`config.mk`:
```
export PLATFORM = sky130hd
export DESIGN_NAME = mem_rsp_collector
export DESIGN_NICKNAME = d
export VERILOG_FILES = /design/src/rtl/mem_rsp_collector_pkg.sv /design/src/rtl/mem_rsp_collector_fifo.sv /design/src/rtl/mem_rsp_collector.sv
export SDC_FILE = /design/constraint.sdc
export NUM_CORES = 1
export LEC_CHECK = 0
export CAP_MARGIN = 20
export CELL_PAD_IN_SITES_DETAIL_PLACEMENT = 1
export CELL_PAD_IN_SITES_GLOBAL_PLACEMENT = 1
export CORE_AREA = 2 2 161 163
export DETAILED_ROUTE_END_ITERATION = 8
export DIE_AREA = 0 0 163 165
export PLACE_DENSITY_LB_ADDON = 0.1
export SLEW_MARGIN = 20
export SYNTH_ARGS = -nofsm -noshare
export SYNTH_HDL_FRONTEND = slang
export SYNTH_SLANG_ARGS = --single-unit
export TNS_END_PERCENT = 10
```
`constraint.sdc`:
```
create_clock -name clk -period 7.78 [get_ports clk]
set_input_delay 2.334 -clock clk [delete_from_list [all_inputs] [get_ports clk]]
set_output_delay 2.334 -clock clk [all_outputs]
set_load 0.03 [all_outputs]
```
`src/rtl/mem_rsp_collector_pkg.sv`:
```
// -----------------------------------------------------------------------------
// mem_rsp_pkg
// Shared constants and types for the memory read-response collector.
//   MEM_DATA_WIDTH : word width of the 16x32 memory read port
//   RSP_FIFO_DEPTH : default number of buffered response words
//   RSP_DROP_WIDTH : default width of the dropped-word counter
//   fifo_op_e      : per-cycle FIFO operation, encoded as {push, pop}
// -----------------------------------------------------------------------------
package mem_rsp_pkg;

    localparam int MEM_DATA_WIDTH = 32;
    localparam int RSP_FIFO_DEPTH = 8;
    localparam int RSP_DROP_WIDTH = 8;

    typedef enum logic [1:0] {
        FIFO_IDLE = 2'b00,
        FIFO_POP  = 2'b01,
        FIFO_PUSH = 2'b10,
        FIFO_BOTH = 2'b11
    } fifo_op_e;

endpackage : mem_rsp_pkg

```
`src/rtl/mem_rsp_collector_fifo.sv`:
```
// -----------------------------------------------------------------------------
// mem_rsp_fifo
// Synchronous single-clock FIFO that buffers memory read words for the
// collector. The caller only issues a push when a slot is available (or a pop
// frees one in the same cycle) and only issues a pop when the FIFO is non-empty.
// Ports:
//   clk, rst  : rising-edge clock, synchronous active-high reset
//   push      : write wr_data at the write pointer
//   pop       : advance the read pointer
//   wr_data   : word to store
//   rd_data   : word at the read pointer (combinational mux of storage)
//   full      : registered, count == FIFO_DEPTH
//   empty     : registered, count == 0
//   count     : registered occupancy, 0..FIFO_DEPTH
// -----------------------------------------------------------------------------
module mem_rsp_fifo
    import mem_rsp_pkg::*;
#(
    parameter  int DATA_WIDTH = MEM_DATA_WIDTH,
    parameter  int FIFO_DEPTH = RSP_FIFO_DEPTH,
    localparam int PTR_W      = $clog2(FIFO_DEPTH),
    localparam int CNT_W      = PTR_W + 1
) (
    input  logic                  clk,
    input  logic                  rst,
    input  logic                  push,
    input  logic                  pop,
    input  logic [DATA_WIDTH-1:0] wr_data,
    output logic [DATA_WIDTH-1:0] rd_data,
    output logic                  full,
    output logic                  empty,
    output logic [CNT_W-1:0]      count
);

    localparam logic [CNT_W-1:0] DEPTH_C = CNT_W'(FIFO_DEPTH);

    logic [DATA_WIDTH-1:0] mem [FIFO_DEPTH];
    logic [PTR_W-1:0]      wr_ptr;
    logic [PTR_W-1:0]      rd_ptr;
    logic [CNT_W-1:0]      count_nxt;
    fifo_op_e              op;

    // NOTE: storage is deliberately left out of reset; validity is tracked by
    // count, so resetting the array would only cost reset fan-out. The write
    // uses <= like all clocked state so same-edge readers see the old value.
    always_ff @(posedge clk) begin
        if (push) begin
            mem[wr_ptr] <= wr_data;
        end
    end

    assign rd_data = mem[rd_ptr];

    // NOTE: count_nxt gets a default before the case so every path assigns it
    // and no latch is inferred.
    always_comb begin
        count_nxt = count;
        op        = fifo_op_e'({push, pop});
        unique case (op)
            FIFO_PUSH: count_nxt = count + 1'b1;
            FIFO_POP:  count_nxt = count - 1'b1;
            default:   count_nxt = count;
        endcase
    end

    // Pointers are exactly PTR_W bits, so they wrap from FIFO_DEPTH-1 to 0
    // without explicit compare logic (FIFO_DEPTH is a power of two).
    always_ff @(posedge clk) begin
        if (rst) begin
            wr_ptr <= '0;
            rd_ptr <= '0;
            count  <= '0;
            full   <= 1'b0;
            empty  <= 1'b1;
        end else begin
            if (push) begin
                wr_ptr <= wr_ptr + 1'b1;
            end
            if (pop) begin
                rd_ptr <= rd_ptr + 1'b1;
            end
            count <= count_nxt;
            // Flags are registered from the next count so they need no
            // decode logic after the clock edge.
            full  <= (count_nxt == DEPTH_C);
            empty <= (count_nxt == '0);
        end
    end

endmodule : mem_rsp_fifo

```
`src/rtl/mem_rsp_collector.sv`:
```
// -----------------------------------------------------------------------------
// mem_rsp_collector
// Captures every word the memory presents with valid_out, buffers it in a
// small FIFO and offers it to a consumer over valid/ready. The memory cannot
// be stalled, so words arriving while the buffer is full are dropped, flagged
// and counted. A running XOR checksum covers all accepted words.
// Ports:
//   clk, rst  : rising-edge clock, synchronous active-high reset (highest prio)
//   in_data   : memory Data_out
//   in_valid  : memory valid_out, one word per high cycle
//   clr       : clears overflow, drop_cnt and checksum (FIFO untouched)
//   m_data    : head-of-FIFO word
//   m_valid   : head word is valid
//   m_ready   : consumer takes the head word
//   count     : FIFO occupancy, 0..FIFO_DEPTH
//   overflow  : sticky flag, set by any drop
//   drop_cnt  : saturating count of dropped words
//   checksum  : XOR of accepted words since reset or clr
// -----------------------------------------------------------------------------
module mem_rsp_collector
    import mem_rsp_pkg::*;
#(
    parameter int DATA_WIDTH = MEM_DATA_WIDTH,
    parameter int FIFO_DEPTH = RSP_FIFO_DEPTH,
    parameter int CNT_WIDTH  = $clog2(FIFO_DEPTH) + 1,
    parameter int DROP_WIDTH = RSP_DROP_WIDTH
) (
    input  logic                  clk,
    input  logic                  rst,
    input  logic [DATA_WIDTH-1:0] in_data,
    input  logic                  in_valid,
    input  logic                  clr,
    output logic [DATA_WIDTH-1:0] m_data,
    output logic                  m_valid,
    input  logic                  m_ready,
    output logic [CNT_WIDTH-1:0]  count,
    output logic                  overflow,
    output logic [DROP_WIDTH-1:0] drop_cnt,
    output logic [DATA_WIDTH-1:0] checksum
);

    logic fifo_full;
    logic fifo_empty;
    logic pop;
    logic accept;
    logic drop;

    // A full FIFO still accepts when the head leaves in the same cycle, which
    // sustains one push and one pop per cycle at full occupancy.
    assign m_valid = ~fifo_empty;
    assign pop     = m_valid & m_ready;
    assign accept  = in_valid & (~fifo_full | pop);
    assign drop    = in_valid & ~accept;

    mem_rsp_fifo #(
        .DATA_WIDTH (DATA_WIDTH),
        .FIFO_DEPTH (FIFO_DEPTH)
    ) u_fifo (
        .clk     (clk),
        .rst     (rst),
        .push    (accept),
        .pop     (pop),
        .wr_data (in_data),
        .rd_data (m_data),
        .full    (fifo_full),
        .empty   (fifo_empty),
        .count   (count)
    );

    // clr restarts the checksum; a word accepted in the clr cycle becomes the
    // new starting value rather than being lost.
    always_ff @(posedge clk) begin
        if (rst) begin
            checksum <= '0;
        end else if (clr) begin
            checksum <= accept ? in_data : '0;
        end else if (accept) begin
            checksum <= checksum ^ in_data;
        end
    end

    // A drop coinciding with clr is counted after the clear, so the event is
    // never lost: overflow stays 1 and drop_cnt restarts at 1.
    always_ff @(posedge clk) begin
        if (rst) begin
            overflow <= 1'b0;
            drop_cnt <= '0;
        end else if (clr) begin
            overflow <= drop;
            drop_cnt <= {{(DROP_WIDTH-1){1'b0}}, drop};
        end else if (drop) begin
            overflow <= 1'b1;
            if (drop_cnt != '1) begin
                drop_cnt <= drop_cnt + 1'b1;
            end
        end
    end

endmodule : mem_rsp_collector

```
# [Yosys cells after proc, flatten, opt, wreduce, memory -nomap -nowiden]
# Memory sizes are Yosys's and may differ from the RTL's. A register that Yosys moved wholly into a read port is not among the register bits.
# Index checks and enable logic that the tools add are counted.
[totals] register_bits=53 mem_bits_rw=256 out_inout_bits=78 elab_cells=47 mem_count=1
[op_classes] n_addsub=5 n_eq_ne=4 muxes=13 bitwise_logic=8 n_reduce_logical=7
[memory_table] memory="u_fifo.mem" depth=8 word_bits=32 rd=1 rd_clocked_by_memory_dff=1 wr=1 line_no="mem_rsp_collector_fifo.sv:37" rtl="logic [DATA_WIDTH-1:0] mem [FIFO_DEPTH];"
[ops] cell="two-way mux 32 bit" n=3
[ops] cell="XOR 32 bit" n=1
[ops] cell="adder 8 x 1 -> 8 bit, second input constant" n=1
[ops] cell="inequality test 8 bit, second input constant" n=1
[ops] cell="case mux 4 bit (2 select lines)" n=1
[ops] cell="two-way mux 1 bit" n=7
[ops] cell="adder 3 x 1 -> 3 bit, second input constant" n=2
[ops] cell="two-way mux 3 bit" n=2
[ops] cell="nonzero test 2 bit" n=3
[ops] cell="adder 4 x 1 -> 4 bit, second input constant" n=1
[ops] cell="equality test 4 bit, second input constant" n=1
[ops] cell="logical NOT 4 bit" n=1
[ops] cell="AND reduction 2 bit" n=2
[ops] cell="subtractor 4 x 1 -> 4 bit, second input constant" n=1
[ops] cell="AND 1 bit" n=3
[ops] cell="inverter 1 bit" n=3
[ops] cell="equality test 2 x 1 -> 1 bit, second input constant" n=1
[ops] cell="equality test 2 bit, second input constant" n=1
[ops] cell="OR reduction 2 bit" n=1
[ops] cell="OR 1 bit" n=1

# [Depth between registers and ports, before layout]
[depth] word_depth=8 mapped_depth=11

# [By module]
# A second synthesis with hierarchy kept.
[hier_totals] cells_unflattened=681 hier_area_um2=12275.5
[modules_own_cells] module="mem_rsp_fifo" n_inst=1 cells_each=443 area_per_inst_um2=10264.8
[modules_own_cells] module="mem_rsp_collector" n_inst=1 cells_each=238 area_per_inst_um2=2010.7

# [Worst setup path after synthesis]
# OpenSTA, ideal clock, no wires.
[synth_timing] path_type="in2reg" start="input port m_ready" end="memory u_fifo.mem[2][0] (netlist name) (enable)" setup_ps=513 t_arrival_ps=6258 t_required_ps=7267 setup_slack_ps=1009 stages=4 cell_sequence="nand2b_4 a21boi_2 inv_1 nor4b_1"
[synth_via] elab_chain_len=5
[synth_rtl] element="start: declaration" line_no="mem_rsp_collector.sv:35" rtl="input logic m_ready,"
[synth_rtl] element="AND 1 bit" line_no="mem_rsp_collector.sv:51" rtl="assign pop = m_valid & m_ready;"
[synth_rtl] element="OR 1 bit" line_no="mem_rsp_collector.sv:52" rtl="assign accept = in_valid & (~fifo_full | pop);"
[synth_rtl] element="AND 1 bit" line_no="mem_rsp_collector.sv:52"
[synth_rtl] element="two-way mux 1 bit" line_no="mem_rsp_collector_fifo.sv:47" rtl="if (push) begin"
[synth_rtl] element="two-way mux 1 bit (implied by the code)" line_no="mem_rsp_collector_fifo.sv:48" rtl="mem[wr_ptr] <= wr_data;"
[synth_rtl] element="end: declaration" line_no="mem_rsp_collector_fifo.sv:37"
# Every way passes these cells.

==> reports/results.md <==
• **maximum cell stage delay along the critical path** 810 ps
• **Non-Filler Instances** 1,158
• **CP Cell Sequence** buf_4, mux4_1, mux2_2, clkdlybuf4s50_1
• **area of the multi-input gates** 0.00328 mm^2
• **share of synthesized area occupied by flip-flops and latches** 0.720
• **slowest library cell on the worst path** sky130_fd_sc_hd__dfxtp_4
• **post-synthesis register bit count** 312
• **count of nets left with antenna violations after detail routing** 0
• **fillers** 2,234
• **worst setup path class** reg2out
• **all-layer global routing usage** 0.208
• **crit path max fanout** 37
• **number of buffers inserted by port buffering** 114
• **Routability Congestion** 0.723
• **root buffer cell** sky130_fd_sc_hd__clkbuf_16
• **worst endpoint required time** 5450 ps
• **core footprint** 0.0250 mm^2
• **clock tree from TritonCTS** done
• **number of antenna violations at the first check in global routing** 1
• **number of top-level design ports** 115
• **CTS HTree Levels** 2
• **cell area after layout** 0.0149 mm^2
• **remaining design rule violation count** 0
• **initial core utilization** 0.489
• **overall die height** 165 um
• **Post-Place Cells** 1,097
• **total cell area at the placement stage** 0.0138 mm^2
• **vias in the first global route** 7,001
• **NumNets Final** 846
• **capturing element type of the critical path** output pin
• **detailed-route via count** 6,424
• **via/cell ratio** 5.55
• **Cell Area, Synth** 0.0122 mm^2
• **Final Hold Fails** 0
• **hold bufs inserted after CTS** 0
• **shortest period the worst path allows** 5860 ps
• **Site Rows** 58
• **Register Area** 0.00882 mm^2
• **Worst-Skew Late Latency** 510 ps
• **final setup skew** 27.7 ps
• **overflow left after global routing** 0
• **number of gates resized after CTS** 0
• **Mean Syn Cell Area** 18.3 um^2
• **HPWL Detailed** 15,800 um
• **pin count of the biggest net entering global routing** 65
• **critical path arrival** 3520 ps
• **Routed Wire Length** 27,100 um
• **clock slew at the register clock pins of the worst setup and hold paths** 60 ps
• **sort of element at the start of the critical path** flip-flop
• **startpoint of the lowest-slack register-to-register path** u_fifo.empty
• **Synth Instances** 667
• **buffer count from post-CTS setup fixing** 0
• **final worst setup slack** 1920 ps
• **Achievable Freq** 171 MHz
• **EDFF count, synth** 256
• **unrepaired setup endpoints after global routing** no
• **number of buffers and inverters on the critical path** 2
• **count of TritonRoute iterations in the first routing pass** 5
• **first-pass GRT wire length** 41,400 um
• **share of flip-flops with an asynchronous set or reset after synthesis** 0
• **count of synthesis-stage warnings from yosys** 0
• **Leakage** 4.93 nW
• **number of buffers added by the clock tree synthesis step** 34
• **synthesized net count** 710
• **areal power density over the cells** 277 mW/mm^2
• **status** finished, final reports clean
• **period utilization** 0.753
• **top cell family by delay on the critical path** buffers and inverters
• **Relative slew margins** 0.276
• **post-placement worst setup slack** 2090 ps
• **violation count after the first detailed-route iteration** 360
• **detailed-route wire length per cell** 23.4 um
• **number of setup violations in the final report** 0
• **area growth from synthesis to layout** 21.7%
• **Worst Max-Slew Pin Slew** 1090 ps
• **share of final-layout standard cells stronger than drive strength 1** 0.170
• **worst-case vdd ir drop** 0.000173 V
• **maximum buffer depth of the clock tree** 3
• **number of max-slew violations in the final report** 0
• **number of sinks handled by clock tree synthesis** 312
• **hold path startpoint** u_fifo.rd_ptr[1]
• **Yosys cell types** 46
• **Hold Crit Class** reg2reg
• **accumulated negative setup slack** 0 ps
• **x dimension of the die** 163 um
• **max cap viols** 0
• **Die Outline Area** 0.0269 mm^2
• **commonest register cell after synthesis** sky130_fd_sc_hd__edfxtp_1
cell usage after synthesis, types with 2 or more instances:
cell | number | share of area
sky130_fd_sc_hd__edfxtp_1 | 256 | 0.63
sky130_fd_sc_hd__nand2_1 | 76 | 0.023
sky130_fd_sc_hd__dfxtp_1 | 56 | 0.092
sky130_fd_sc_hd__mux4_1 | 40 | 0.086
sky130_fd_sc_hd__mux2i_1 | 2 | 0.0016
sky130_fd_sc_hd__buf_6 | 7 | 0.0064
sky130_fd_sc_hd__a21oi_1 | 9 | 0.0037
sky130_fd_sc_hd__xor2_1 | 8 | 0.0057
sky130_fd_sc_hd__buf_1 | 8 | 0.0025
sky130_fd_sc_hd__ha_1 | 6 | 0.0061
sky130_fd_sc_hd__clkbuf_1 | 12 | 0.0037
sky130_fd_sc_hd__nor2b_1 | 3 | 0.0015
sky130_fd_sc_hd__nor2_1 | 48 | 0.015
sky130_fd_sc_hd__nor4b_1 | 2 | 0.0014
sky130_fd_sc_hd__nor3b_1 | 2 | 0.0012
sky130_fd_sc_hd__buf_2 | 3 | 0.0012
sky130_fd_sc_hd__or3_1 | 2 | 0.0010
sky130_fd_sc_hd__a31oi_1 | 2 | 0.0010
sky130_fd_sc_hd__xnor2_1 | 36 | 0.026
sky130_fd_sc_hd__inv_1 | 3 | 0.00092
sky130_fd_sc_hd__nor3_1 | 2 | 0.00082
sky130_fd_sc_hd__mux2_2 | 32 | 0.029
sky130_fd_sc_hd__buf_4 | 2 | 0.0012
sky130_fd_sc_hd__mux4_2 | 24 | 0.044
sky130_fd_sc_hd__and3_1 | 2 | 0.0010
sky130_fd_sc_hd__o21ai_0 | 2 | 0.00082
sky130_fd_sc_hd__nand3_1 | 3 | 0.0012
through the flow:
stage                     hold slack (ps)  total power, mW  utilization
after floorplan                       454             2.36            -
after global placement                473             2.57        0.551
after detailed placement              477             2.59        0.551
after CTS                             489             4.17        0.594
after global routing                  515             4.26        0.594
final                                 491             4.12        0.595
logic make-up (layout without fill, tap and decap cells):
| logic type | Yosys count | in the layout | share of synthesized area |
|---|---|---|---|
| other | 0 | 1 | 0 |
| xor gates and xnor gates | 44 | 44 | 0.0315 |
| and+or+nand+nor | 151 | 151 | 0.0537 |
| muxes | 98 | 98 | 0.161 |
| buffers and inverters | 36 | 196 | 0.0163 |
| DFF | 312 | 312 | 0.720 |
| AOI/OAI and AO/OA | 20 | 20 | 0.0109 |
| adders and majority gates | 6 | 6 | 0.00614 |
flip-flops by register name (all words and copies together) (netlist names), named ones only:
name / flops
u_fifo.count: 4
u_fifo.rd_ptr: 3
u_fifo.wr_ptr: 3
u_fifo.empty: 1
u_fifo.full: 1
checksum: 32
drop_cnt: 8
overflow: 1
u_fifo.mem: 256
layout make-up:
type / count / share of cell area
clock buffers: 45 / 0.0620
repair buffers: 132 / 0.0856
flip-flops and latches: 312 / 0.592
diodes: 1 / 0.000168
clock inverters: 15 / 0.0110
multi-input cells: 319 / 0.220
well taps: 330 / 0.0277
inverters: 4 / 0.00101
metal layers:
metal  track usage  vias to the layer above  wire, um
met5             0                        -         0
met4        0.0547                        0       432
met3        0.0321                       34      1220
met2         0.369                      178     14100
met1         0.270                     3348     11400
li1              -                     2864         -
cell usage in the layout (no fill, tap or decap), types with 3 or more instances in the layout:
master                            Yosys  final
sky130_fd_sc_hd__inv_1                3      3
sky130_fd_sc_hd__clkinv_1             1      3
sky130_fd_sc_hd__xor2_1               8      8
sky130_fd_sc_hd__clkdlybuf4s50_1      0    113
sky130_fd_sc_hd__nor2b_1              3      3
sky130_fd_sc_hd__nor2_1              48     47
sky130_fd_sc_hd__mux2_2              32     32
sky130_fd_sc_hd__edfxtp_1           256    256
sky130_fd_sc_hd__ha_1                 6      6
sky130_fd_sc_hd__dfxtp_1             56     53
sky130_fd_sc_hd__mux4_1              40     40
sky130_fd_sc_hd__clkinv_2             0      5
sky130_fd_sc_hd__clkbuf_16            0     35
sky130_fd_sc_hd__a21oi_1              9      9
sky130_fd_sc_hd__bufinv_16            0      3
sky130_fd_sc_hd__xnor2_1             36     36
sky130_fd_sc_hd__nand2_1             76     76
sky130_fd_sc_hd__mux4_2              24     24
sky130_fd_sc_hd__buf_4                2     19
sky130_fd_sc_hd__clkbuf_1            12      9
sky130_fd_sc_hd__nand3_1              3      3
final timing paths:
kind / endpoint / cells past startpoint / slack [ps]
worst max-delay path: m_data[26] / 4 / 1920
worst min-delay path: flip-flop / 2 / 490
worst max register to register: u_fifo.mem[2][5] / 6 / 4660
worst min register to register: flip-flop / 2 / 490
worst min-delay path, stage by stage (launching register included):
cell and delay [ps]:
sky130_fd_sc_hd__dfxtp_1 320, sky130_fd_sc_hd__nand2_1 60, sky130_fd_sc_hd__a21oi_1 70
power by group:
part           switching (mW)  internal [mW]  total (mW)  leakage, nW
logic                   0.316          0.293       0.609         1.62
clock network           0.631          0.939        1.57        0.527
registers              0.0640           1.88        1.94         2.79
(Power assumes the default switching activity.)
